`config.mk`:
```
export PLATFORM = sky130hd
export DESIGN_NAME = egress_sink
export DESIGN_NICKNAME = d
export VERILOG_FILES = /design/src/rtl/egress_pkg.sv /design/src/rtl/rec_fifo.sv /design/src/rtl/egress_sink.sv
export SDC_FILE = /design/constraint.sdc
export NUM_CORES = 1
export LEC_CHECK = 0
export ABC_AREA = 1
export CORE_AREA = 2 2 145 253
export DETAILED_ROUTE_END_ITERATION = 6
export DIE_AREA = 0 0 147 255
export PLACE_DENSITY = 0.81
export SYNTH_ARGS = -nofsm -noshare
export SYNTH_HDL_FRONTEND = slang
export SYNTH_SLANG_ARGS = --single-unit
```
`constraint.sdc`:
```
create_clock -name clk -period 9.1 [get_ports clk]
set_clock_uncertainty 0.15 [all_clocks]
set_input_delay 2.73 -clock clk [delete_from_list [all_inputs] [get_ports clk]]
set_output_delay 2.73 -clock clk [all_outputs]
set_load 0.1 [all_outputs]
```
`src/rtl/egress_pkg.sv`:
```
// Shared types and header layout for the egress packet sink.
package egress_pkg;

    // Parser states; S_HDR is the idle/wait-for-sop state.
    typedef enum logic [1:0] {
        S_HDR,
        S_MAC,
        S_TS,
        S_BODY
    } egress_state_t;

    // Word0 field positions.
    localparam int unsigned LEN_MSB     = 26;
    localparam int unsigned LEN_LSB     = 21;
    localparam int unsigned DMAC_HI_MSB = 15;

    // Words in a packet besides the LEN-dependent payload; three are header words.
    localparam int unsigned FIXED_WORDS = 6;
    localparam int unsigned HDR_WORDS   = 3;

    // One record per completed packet, as presented to the CPU.
    typedef struct packed {
        logic        misroute;
        logic [5:0]  len;
        logic [31:0] latency;
    } egress_rec_t;

    // Route lookup shared with the crossbar: the output port is the low two bits of the
    // destination MAC.
    function automatic logic [1:0] mac_to_port(input logic [47:0] dmac);
        return dmac[1:0];
    endfunction

endpackage

```
`src/rtl/rec_fifo.sv`:
```
// Show-ahead synchronous FIFO of egress records. DEPTH must be a power of two, at least 2.
module rec_fifo
    import egress_pkg::*;
#(
    parameter int unsigned DEPTH = 8
) (
    input  logic        clk,
    input  logic        reset_n,
    input  logic        push,
    input  logic        pop,
    input  egress_rec_t din,
    output egress_rec_t dout,
    output logic        full,
    output logic        empty
);

    localparam int unsigned AW = $clog2(DEPTH);

    // Pointers carry one extra wrap bit to tell full from empty.
    logic [AW:0] wr_ptr_q, rd_ptr_q;
    egress_rec_t mem_q [DEPTH];
    logic        do_push, do_pop;

    assign empty = (wr_ptr_q == rd_ptr_q);
    assign full  = (wr_ptr_q[AW] != rd_ptr_q[AW]) && (wr_ptr_q[AW-1:0] == rd_ptr_q[AW-1:0]);

    // A pop on a full FIFO frees the slot the simultaneous push needs.
    assign do_pop  = pop && !empty;
    assign do_push = push && (!full || do_pop);

    // Head entry is presented combinationally; zero while empty.
    assign dout = empty ? '0 : mem_q[rd_ptr_q[AW-1:0]];

    // Pointer update.
    always_ff @(posedge clk or negedge reset_n) begin
        if (!reset_n) begin
            wr_ptr_q <= '0;
            rd_ptr_q <= '0;
        end else begin
            if (do_push) wr_ptr_q <= wr_ptr_q + 1'b1;
            if (do_pop)  rd_ptr_q <= rd_ptr_q + 1'b1;
        end
    end

    // Storage write; contents are don't-care until a pointer covers them.
    always_ff @(posedge clk) begin
        if (do_push) mem_q[wr_ptr_q[AW-1:0]] <= din;
    end

endmodule

```
`src/rtl/egress_sink.sv`:
```
// Per-port egress sink: parses the packet header, checks routing, measures switch latency,
// queues one record per packet and keeps wrap-around statistics.
module egress_sink
    import egress_pkg::*;
#(
    parameter logic [1:0]  PORT_ID   = 2'd0,
    parameter int unsigned REC_DEPTH = 8,
    parameter int unsigned CNT_W     = 16
) (
    input  logic             clk,
    input  logic             reset_n,
    input  logic [31:0]      seg_in,
    input  logic             seg_valid,
    input  logic             seg_sop,
    input  logic [31:0]      time_now,
    input  logic             rec_rd,
    output logic [38:0]      rec_out,
    output logic             rec_empty,
    output logic [CNT_W-1:0] pkt_cnt,
    output logic [CNT_W-1:0] misroute_cnt,
    output logic [CNT_W-1:0] runt_cnt,
    output logic [CNT_W-1:0] ovf_cnt,
    output logic             busy
);

    egress_state_t state_q, state_d;
    logic [5:0]    len_q, len_d;
    logic [47:0]   dmac_q, dmac_d;
    logic [31:0]   ts_q, ts_d;
    logic [6:0]    rem_q, rem_d;       // words still expected, counting the current one
    logic [5:0]    eff_len;
    logic          push, runt_inc, fifo_full;
    egress_rec_t   rec_d, fifo_dout;

    logic [CNT_W-1:0] pkt_cnt_q, misroute_cnt_q, runt_cnt_q, ovf_cnt_q;

    // LEN of zero still carries one payload word.
    assign eff_len = (len_q == 6'd0) ? 6'd1 : len_q;

    // Header parse and word counting; every transition is qualified by seg_valid.
    always_comb begin
        state_d  = state_q;
        len_d    = len_q;
        dmac_d   = dmac_q;
        ts_d     = ts_q;
        rem_d    = rem_q;
        push     = 1'b0;
        runt_inc = 1'b0;

        rec_d.misroute = (mac_to_port(dmac_q) != PORT_ID);
        rec_d.len      = len_q;
        rec_d.latency  = time_now - ts_q;

        if (seg_valid) begin
            if (seg_sop) begin
                // An sop anywhere but S_HDR abandons the packet in flight.
                runt_inc      = (state_q != S_HDR);
                len_d         = seg_in[LEN_MSB:LEN_LSB];
                dmac_d[47:32] = seg_in[DMAC_HI_MSB:0];
                state_d       = S_MAC;
            end else begin
                unique case (state_q)
                    S_HDR: begin
                        // Stray word outside a packet: dropped silently.
                    end
                    S_MAC: begin
                        dmac_d[31:0] = seg_in;
                        state_d      = S_TS;
                    end
                    S_TS: begin
                        ts_d    = seg_in;
                        rem_d   = 7'(FIXED_WORDS - HDR_WORDS) + {1'b0, eff_len};
                        state_d = S_BODY;
                    end
                    S_BODY: begin
                        if (rem_q == 7'd1) begin
                            push    = 1'b1;
                            state_d = S_HDR;
                        end else begin
                            rem_d = rem_q - 7'd1;
                        end
                    end
                    default: state_d = S_HDR;
                endcase
            end
        end
    end

    // Parser state and header registers.
    always_ff @(posedge clk or negedge reset_n) begin
        if (!reset_n) begin
            state_q <= S_HDR;
            len_q   <= '0;
            dmac_q  <= '0;
            ts_q    <= '0;
            rem_q   <= '0;
        end else begin
            state_q <= state_d;
            len_q   <= len_d;
            dmac_q  <= dmac_d;
            ts_q    <= ts_d;
            rem_q   <= rem_d;
        end
    end

    // Statistics counters, free-running with natural wrap.
    always_ff @(posedge clk or negedge reset_n) begin
        if (!reset_n) begin
            pkt_cnt_q      <= '0;
            misroute_cnt_q <= '0;
            runt_cnt_q     <= '0;
            ovf_cnt_q      <= '0;
        end else begin
            if (push) pkt_cnt_q <= pkt_cnt_q + CNT_W'(1);
            if (push && rec_d.misroute) misroute_cnt_q <= misroute_cnt_q + CNT_W'(1);
            if (runt_inc) runt_cnt_q <= runt_cnt_q + CNT_W'(1);
            // A same-cycle pop makes room, so only a push into a full, unread FIFO is lost.
            if (push && fifo_full && !rec_rd) ovf_cnt_q <= ovf_cnt_q + CNT_W'(1);
        end
    end

    rec_fifo #(
        .DEPTH (REC_DEPTH)
    ) u_rec_fifo (
        .clk     (clk),
        .reset_n (reset_n),
        .push    (push),
        .pop     (rec_rd),
        .din     (rec_d),
        .dout    (fifo_dout),
        .full    (fifo_full),
        .empty   (rec_empty)
    );

    assign rec_out      = fifo_dout;
    assign pkt_cnt      = pkt_cnt_q;
    assign misroute_cnt = misroute_cnt_q;
    assign runt_cnt     = runt_cnt_q;
    assign ovf_cnt      = ovf_cnt_q;
    assign busy         = (state_q != S_HDR);

endmodule

```
* Word-level counts from Yosys, hierarchy flattened
Memory sizes are Yosys's and may differ from the RTL's.
Index checks and enable logic that the tools add are counted.
** Cells by class
- Shift-type cells :: 0
- Muxes and demuxes :: 15
- $lt $le $gt $ge :: 0
- Multiply operators :: 0
- Bitwise gates (word level) :: 1
- Equality and inequality tests :: 9
- $add $sub $neg :: 9
- Reductions and logical operators :: 20
- Div/mod/pow operators :: 0
** Operator list (count)
- $add A16 B1 Y16 const B :: 4
- $mux W39 :: 1
- $sub A32 B32 Y32 :: 1
- $pmux W7 S2 :: 1
- $reduce_and A3 Y1 :: 3
- $add A4 B1 Y4 const B :: 2
- $mux W1 :: 8
- $add A2 B6 Y7 const A :: 1
- $eq A7 B1 Y1 const B :: 1
- $mux W7 :: 1
- $sub A7 B1 Y7 const B :: 1
- $logic_and A1 B1 Y1 :: 6
- $logic_not A6 Y1 :: 1
- $mux W6 :: 1
- $pmux W2 S3 :: 1
- $reduce_bool A2 Y1 :: 3
- $eq A2 B2 Y1 const B :: 2
- $eq A4 B4 Y1 :: 1
- $mux W2 :: 2
- $reduce_and A4 Y1 :: 1
- $reduce_bool A4 Y1 :: 1
- $eq A3 B3 Y1 :: 1
- $logic_not A1 Y1 :: 3
- $ne A3 B3 Y1 const B :: 1
- 6 further kinds :: 6
** Word-level totals
- Memories :: 1
- Word-level logic and storage cells :: 66
- Memory bits (read-only) :: 0
- Register bits after elaboration :: 121
- Input port bits :: 69
- Output and inout bits :: 105
- Bits in writable memories :: 312
- Bits in latches :: 0
** Memories
- u_rec_fifo.mem_q :: words 8, width 39, read ports 1, clocked after memory_dff 0, wr ports 1, RTL line rec_fifo.sv:21 : egress_rec_t mem_q [DEPTH];

* Depth between registers and ports, before layout
Gate-level depths: netlist of run 1.
- Depth after elaboration :: 8
- Gate-level depth with buffers :: 13
- Depth with buffers taken out :: 13

* Cells and area by module
From an unflattened synthesis of run 1, not the netlist that was laid out.
** Second synthesis, totals
- Cell total of the unflattened synthesis :: 2231
- Area, all modules :: 20825.0 um^2
** By module, submodules not included
- rec_fifo :: area an instance 12663.4 um^2, cells an instance 1004, instances 1
- egress_sink :: area an instance 8161.6 um^2, cells an instance 1227, instances 1

* Worst setup path after synthesis of run 1
Ideal clock, no wire load.
- Path type :: flip-flop to output port
- From :: reg u_rec_fifo.rd_ptr_q[0]
- To :: out rec_out[10]
- Cell stages (with the launch flop) :: 9
- Arrival :: 2.897 ns
- Path slack :: 3.323 ns
- Data required time :: 6.220 ns
- Cell sequence :: dfrtp_1 buf_2 buf_2 buf_2 buf_2 nor2_1 nor2_1 o21ai_0 a31oi_1
** On the way
- Cells in the longest elaborated chain, start to end :: 2
** RTL lines
- start: declaration :: RTL line rec_fifo.sv:20 : logic [AW:0] wr_ptr_q, rd_ptr_q;
- start signal: assignment :: RTL line rec_fifo.sv:41 : if (do_pop) rd_ptr_q <= rd_ptr_q + 1'b1;
- $mem_v2 Z8 W39 or $eq A4 B4 Y1 (tied branches)
- $mux W39 * :: RTL line rec_fifo.sv:32 : assign dout = empty ? '0 : mem_q[rd_ptr_q[AW-1:0]];
- end: declaration :: RTL line egress_sink.sv:17 : output logic [38:0] rec_out,
Every way passes the cells marked *; elsewhere a longest branch is shown, timed or not.

* Final worst setup path of run 1
- From :: reg u_rec_fifo.rd_ptr_q[0]
- To :: out rec_out[3]
Same word-level chain as after synthesis.

==> results of run 1 <==
-- worst reg2reg max path, cell delays in order, from the launching register on --
cell	delay, ns
dfrtp_1	0.36
inv_1	0.13
ha_1	0.17
inv_1	0.04
nor2_1	0.11
nand3_2	0.12
nor2_4	0.18
nand2_2	0.18
inv_2	0.28
nand3_1	0.41
nor2_4	0.55
buf_4	0.50
-- synth_stat cells, types with 14 or more instances --
cell type,n
inv_1,233
ha_1,40
a31oi_1,39
xnor2_1,30
o21ai_0,250
nor2_1,406
edfxtp_1,312
a21oi_1,47
o21ai_1,31
nand3_1,79
clkbuf_1,50
nor3_1,14
nand2_1,438
dfrtp_1,121
xor2_1,46
buf_2,17
-- logic make-up after synthesis --
kind of cell,count (synthesis),share of synthesized area
AND/OR/NAND/NOR,967,0.1879
flip-flops,433,0.6002
AO/OA/AOI/OAI,373,0.09346
buffers and inverters,320,0.06051
XOR/XNOR,76,0.03222
adder cells (fa/ha/maj),41,0.02520
multiplexers,1,0.0005451
-- worst min path at each step --
stage / slack [ns] / to / depth (start not counted) / startpoint
2_1_floorplan: 0.30 / dmac_q[0] / 2 / dmac_q[0]
3_3_place_gp: 0.32 / runt_cnt[15] / 1 / runt_cnt[15]
3_5_place_dp: 0.32 / runt_cnt[15] / 1 / runt_cnt[15]
4_1_cts: 0.33 / runt_cnt[15] / 1 / runt_cnt[15]
5_1_grt: 0.37 / ts_q[26] / 2 / ts_q[26]
6_report: 0.33 / runt_cnt[15] / 1 / runt_cnt[15]
-- final cells by class --
class                   instances  area [sq um]  share of cell area
flip-flops and latches        433         12400              0.5149
multi-input cells            1458          7074              0.2937
repair buffers                186          1839             0.07636
clock buffers                  45          1039             0.04311
inverters                     242         910.9             0.03782
well taps                     470         588.1             0.02441
clock inverters                24         231.5            0.009610
diodes                          1         2.502           0.0001039
-- where the power goes --
group	switching (mW)	leakage [nW]	internal (mW)	total, mW
clock	0.721	0.613	0.910	1.63
sequential	0.168	4.30	2.64	2.81
combinational	3.42	5.04	1.05	4.47
total	4.31	9.95	4.60	8.92
-- layer usage --
metal	track usage	vias to the layer above	part of all wire
li1	-	7578	-
met1	0.2991	7452	0.37
met2	0.4938	626	0.53
met3	0.04670	126	0.071
met4	0.1190	0	0.037
met5	0	-	0
-- flip-flops by register name (all words and copies together), names as in the netlist, 6 cells and up --
| register | count |
|---|---|
| ovf_cnt | 16 |
| rem_q | 7 |
| pkt_cnt | 16 |
| runt_cnt | 16 |
| misroute_cnt | 16 |
| ts_q | 32 |
| u_rec_fifo.mem_q | 312 |
| len_q | 6 |
==> flow_metrics.py, run 1 <==
metrics = {
    "pwr": {
        "pwr_density_cell_nw_per_um2": 370.1,
        "fin_total_pwr_mw": 8.915,
        "power_leakage_nw": 9.951,
        "vdd_drop_max_uv": 301.0,
    },
    "place": {
        "preCtsSetupSlack_ns": 2.126,
        "place.gp.congestion": 0.8974,
        "port_buffers": 173,
        "placed_cells": 2789,
        "dpl_cell_area_sq_um": 22810,
        "dp_hpwl_mm": 33.11,
    },
    "drt": {
        "routed_wl_mm": 50.31,
        "vias": 15780,
        "drc": 0,
        "drt-vias-per-instance": 5.520,
        "drtIter0Drc": 1061,
        "wire_per_inst_um": 17.60,
        "dr.pass1.iters": 5,
        "antenna_left": 0,
    },
    "die": {
        "die_y_um": 255,
        "die_x_um": 147,
        "fp.dieArea_sq_um": 37490,
        "pin_count": 174,
        "num_rows": 92,
        "start_util": 0.5789,
        "core_area_sq_um": 35680,
    },
    "yosys": {
        "ys.flop_type": "edfxtp_1",
        "ys.warnings.count": 0,
        "ys_seq_area_frac": 0.6002,
        "netlist_top_cells_area": "edfxtp_1 (45%), dfrtp_1 (15%), nand2_1 (8.0%), nor2_1 (7.4%), o21ai_0 (6.1%)",
        "ys_ff_latch": 433,
        "async_flop_share": 0.2794,
        "syn_area_per_cell_sq_um": 9.342,
        "synth_area_sq_um": 20660,
        "synth_largest_area_cell": "edfxtp_1",
        "syn-instance-count": 2211,
        "synth_edf_count": 312,
        "yosysTopAreaCellShare": 0.4536,
        "synth.net_count": 2321,
        "yosysUniqueCellTypes": 40,
    },
    "final_layout": {
        "fillers": 2728,
        "utilization": 0.6750,
        "design_area_sq_um": 24090,
        "syn_to_final_growth_pct": 16.61,
        "instances_no_fill": 2859,
        "nets": 2469,
        "layout_commonest_cell": "nand2_1",
        "final_cell_mix": "nand2_1 (436), nor2_1 (398), edfxtp_1 (312)",
        "drive_above_1_share": 0.04941,
    },
    "clock_network": {
        "cts_sinks": 433,
        "clkTransAtPathRegs_ns": 0.07,
        "postCtsSetupBuffers": 0,
        "clockBufferDepth": 3,
        "worst_skew_pair.late_latency_ns": 0.56,
        "root_buffer": "clkbuf_16",
        "postCtsResizedCells": 0,
        "htree_levels": 2,
        "cts-hold-fix-buffers": 0,
        "numCtsBuffers": 38,
        "cts_tree": "yes",
    },
    "critical_path": {
        "cp.buffers_inverters": 3,
        "crit_type": "reg2out",
        "critPathSlowestCell": "clkdlybuf4s50_1",
        "crit_path_frequent_cell": "o21ai_0",
        "worst-path-stages": 7,
        "crit_chain": "clkinv_2 -> buf_4 -> o21ai_0 -> o21ai_0 -> o21ai_1 -> a31oi_1 -> clkdlybuf4s50_1",
        "end_kind": "output pin",
        "r2r_setup_slack_ns": 5.52,
        "cp.required_ns": 6.22,
        "arrival_ns": 4.81,
        "crit_end": "rec_out[3]",
        "critPathLaunch": "u_rec_fifo.rd_ptr_q[0]",
        "crit_path_max_fanout": 92,
        "rr_startpoint": "rem_q[1]",
        "worstRegToRegCells": 11,
        "worstReg2RegEnd": "u_rec_fifo.mem_q[1][5]",
        "startpoint_type": "register",
        "slowest_delay_ns": 1.04,
        "crit_family": "buffers and inverters",
    },
    "sta": {
        "period_share": 0.8452,
        "fmaxAchievable_ghz": 0.1300,
        "finalHoldViolCount": 0,
        "tightest_slew_ns": 1.090,
        "fin_ws_ns": 1.409,
        "drv_slew": 0,
        "rsz0062_at_grt": "no",
        "relSlewSlack": 0.2707,
        "fin_hold_ws_ns": 0.3261,
        "min_period_ns": 7.691,
        "setup_viol_count_final": 0,
        "setup_tns_ns": 0,
    },
    "status": {
        "outcome": "finished, final reports clean",
    },
    "global_route": {
        "grt-ovfl-total": 0,
        "track_usage": 0.2661,
        "antenna_found_initial": 1,
        "grt_first_pass_wirelength_mm": 78.38,
        "grt_pass1_vias": 15500,
        "grt_start_max_net_pins": 98,
    },
    "run": {
        "cap_violations": 0,
    },
    "min_path": {
        "hold_class": "reg2reg",
    },
}
No activity file was read; power rests on OpenSTA's default activity.
==> run 2, diff against run 1 <==
- CORE_AREA: 2 2 145 253 -> 2 2 146 255
- DIE_AREA: 0 0 147 255 -> 0 0 148 257
- PLACE_DENSITY: 0.81 -> 0.8
- clock period: 9.1 -> 7.49 ns (I/O delays scaled with it)
==> flow_metrics.py, run 2 (synthesis gave the netlist of run 1 again) <==
metrics = {
    "status": {
        "outcome": "finished, final reports clean",
    },
    "sta": {
        "setup_tns_ns": 0,
        "fmaxAchievable_ghz": 0.1526,
        "tightest_slew_ns": 1.038,
        "finalHoldViolCount": 0,
        "min_period_ns": 6.551,
        "fin_ws_ns": 0.9388,
        "period_share": 0.8747,
        "relSlewSlack": 0.3058,
        "drv_slew": 0,
        "setup_viol_count_final": 0,
        "rsz0062_at_grt": "no",
    },
    "final_layout": {
        "instances_no_fill": 2865,
        "final_cell_mix": "nand2_1 (436), nor2_1 (398), edfxtp_1 (312)",
        "nets": 2474,
        "design_area_sq_um": 24200,
        "syn_to_final_growth_pct": 17.15,
        "drive_above_1_share": 0.05054,
        "layout_commonest_cell": "nand2_1",
        "fillers": 2781,
        "largest_reg_flops": 312,
    },
    "critical_path": {
        "slowest_delay_ns": 1.06,
        "end_kind": "output pin",
        "startpoint_type": "register",
        "crit_family": "buffers and inverters",
        "cp.required_ns": 5.09,
        "rr_startpoint": "rem_q[1]",
        "crit_chain": "clkinv_2 -> buf_4 -> o21ai_0 -> o21ai_0 -> o21ai_1 -> a31oi_1 -> clkdlybuf4s50_1",
        "worstReg2RegEnd": "u_rec_fifo.mem_q[7][2]",
        "worstRegToRegCells": 11,
        "critPathSlowestCell": "clkdlybuf4s50_1",
        "crit_path_frequent_cell": "o21ai_0",
        "r2r_setup_slack_ns": 3.87,
        "cp.buffers_inverters": 3,
        "arrival_ns": 4.15,
        "crit_path_max_fanout": 56,
        "crit_type": "reg2out",
    },
    "clock_network": {
        "clkTransAtPathRegs_ns": 0.07,
        "clockBufferDepth": 3,
        "cts_sinks": 433,
        "htree_levels": 2,
        "root_buffer": "clkbuf_16",
        "postCtsResizedCells": 0,
        "worst_skew_pair.late_latency_ns": 0.56,
        "cts_tree": "yes",
        "numCtsBuffers": 38,
        "cts-hold-fix-buffers": 0,
        "postCtsSetupBuffers": 0,
    },
    "min_path": {
        "hold_path_depth": 1,
        "hold_class": "reg2reg",
        "min_to": "runt_cnt[15]",
        "hp-start": "runt_cnt[15]",
    },
    "pwr": {
        "power_leakage_nw": 10.02,
        "pwr_density_cell_nw_per_um2": 451.6,
        "vdd_drop_max_uv": 415.9,
    },
    "drt": {
        "wire_per_inst_um": 17.45,
        "drt-vias-per-instance": 5.490,
        "dr.pass1.iters": 5,
        "vias": 15730,
        "drc": 0,
        "routed_wl_mm": 50.00,
        "drtIter0Drc": 1297,
        "antenna_left": 0,
    },
    "global_route": {
        "grt_start_max_net_pins": 121,
        "grt-ovfl-total": 0,
        "antenna_found_initial": 1,
        "grt_first_pass_wirelength_mm": 78.83,
        "grt_pass1_vias": 15520,
        "track_usage": 0.2624,
    },
    "place": {
        "place.gp.congestion": 0.9686,
        "port_buffers": 173,
        "dp_hpwl_mm": 33.57,
        "preCtsSetupSlack_ns": 1.568,
        "placed_cells": 2794,
        "dpl_cell_area_sq_um": 22850,
    },
    "die": {
        "fp.dieArea_sq_um": 38040,
        "start_util": 0.5751,
        "num_rows": 92,
        "die_x_um": 148,
        "pin_count": 174,
        "core_area_sq_um": 35910,
        "die_y_um": 257,
    },
    "run": {
        "cap_violations": 0,
    },
}
==> run 2: per-layer routing <==
layer,wire [um],share of wire,up-vias,track usage
met5,0,0,-,0
met1,18280,0.37,7415,0.2946
met4,2206,0.044,0,0.1177
li1,-,-,7585,-
met3,3674,0.073,138,0.05390
met2,25840,0.52,592,0.4754
==> run 2: power breakdown <==
part | internal, mW | leakage [nW] | total, mW | switching, mW
clock network | 1.21 | 0.653 | 2.09 | 0.880
registers | 3.21 | 4.30 | 3.38 | 0.167
logic | 1.29 | 5.07 | 5.46 | 4.17
total | 5.71 | 10.0 | 10.9 | 5.22
==> run 2: how the worst max path moves through the flow <==
stage                                 from  slack, ns          end  cells past startpoint
CTS                 u_rec_fifo.rd_ptr_q[0]       0.97  rec_out[31]                      7
global route        u_rec_fifo.rd_ptr_q[0]       0.71   rec_out[5]                      7
detailed placement  u_rec_fifo.rd_ptr_q[0]       1.57  rec_out[31]                      7
global placement    u_rec_fifo.rd_ptr_q[0]       1.58   rec_out[3]                      8
finish              u_rec_fifo.rd_ptr_q[0]       0.94   rec_out[5]                      7
floorplan           u_rec_fifo.rd_ptr_q[0]       2.20  rec_out[10]                      8
==> run 2: final cells by class <==
type / instances / area (sq um) / share of cell area
clock inverter: 22 / 305.3 / 0.01262
timing repair buffer: 191 / 1877 / 0.07756
clock buffer: 48 / 1040 / 0.04297
tap: 470 / 588.1 / 0.02430
sequential: 433 / 12400 / 0.5125
inverter: 242 / 910.9 / 0.03764
multi-input combinational: 1458 / 7074 / 0.2923
antenna: 1 / 2.502 / 0.0001034
==> run 2: per-stage QoR <==
step | total power [mW] | util | hold slack, ns
after floorplan | 7.418 | - | 0.3030
after global placement | 8.728 | 0.6363 | 0.3191
after detailed placement | 8.840 | 0.6363 | 0.3227
after CTS | 10.93 | 0.6737 | 0.3325
after global routing | 11.45 | 0.6738 | 0.3547
final | 10.93 | 0.6738 | 0.3279
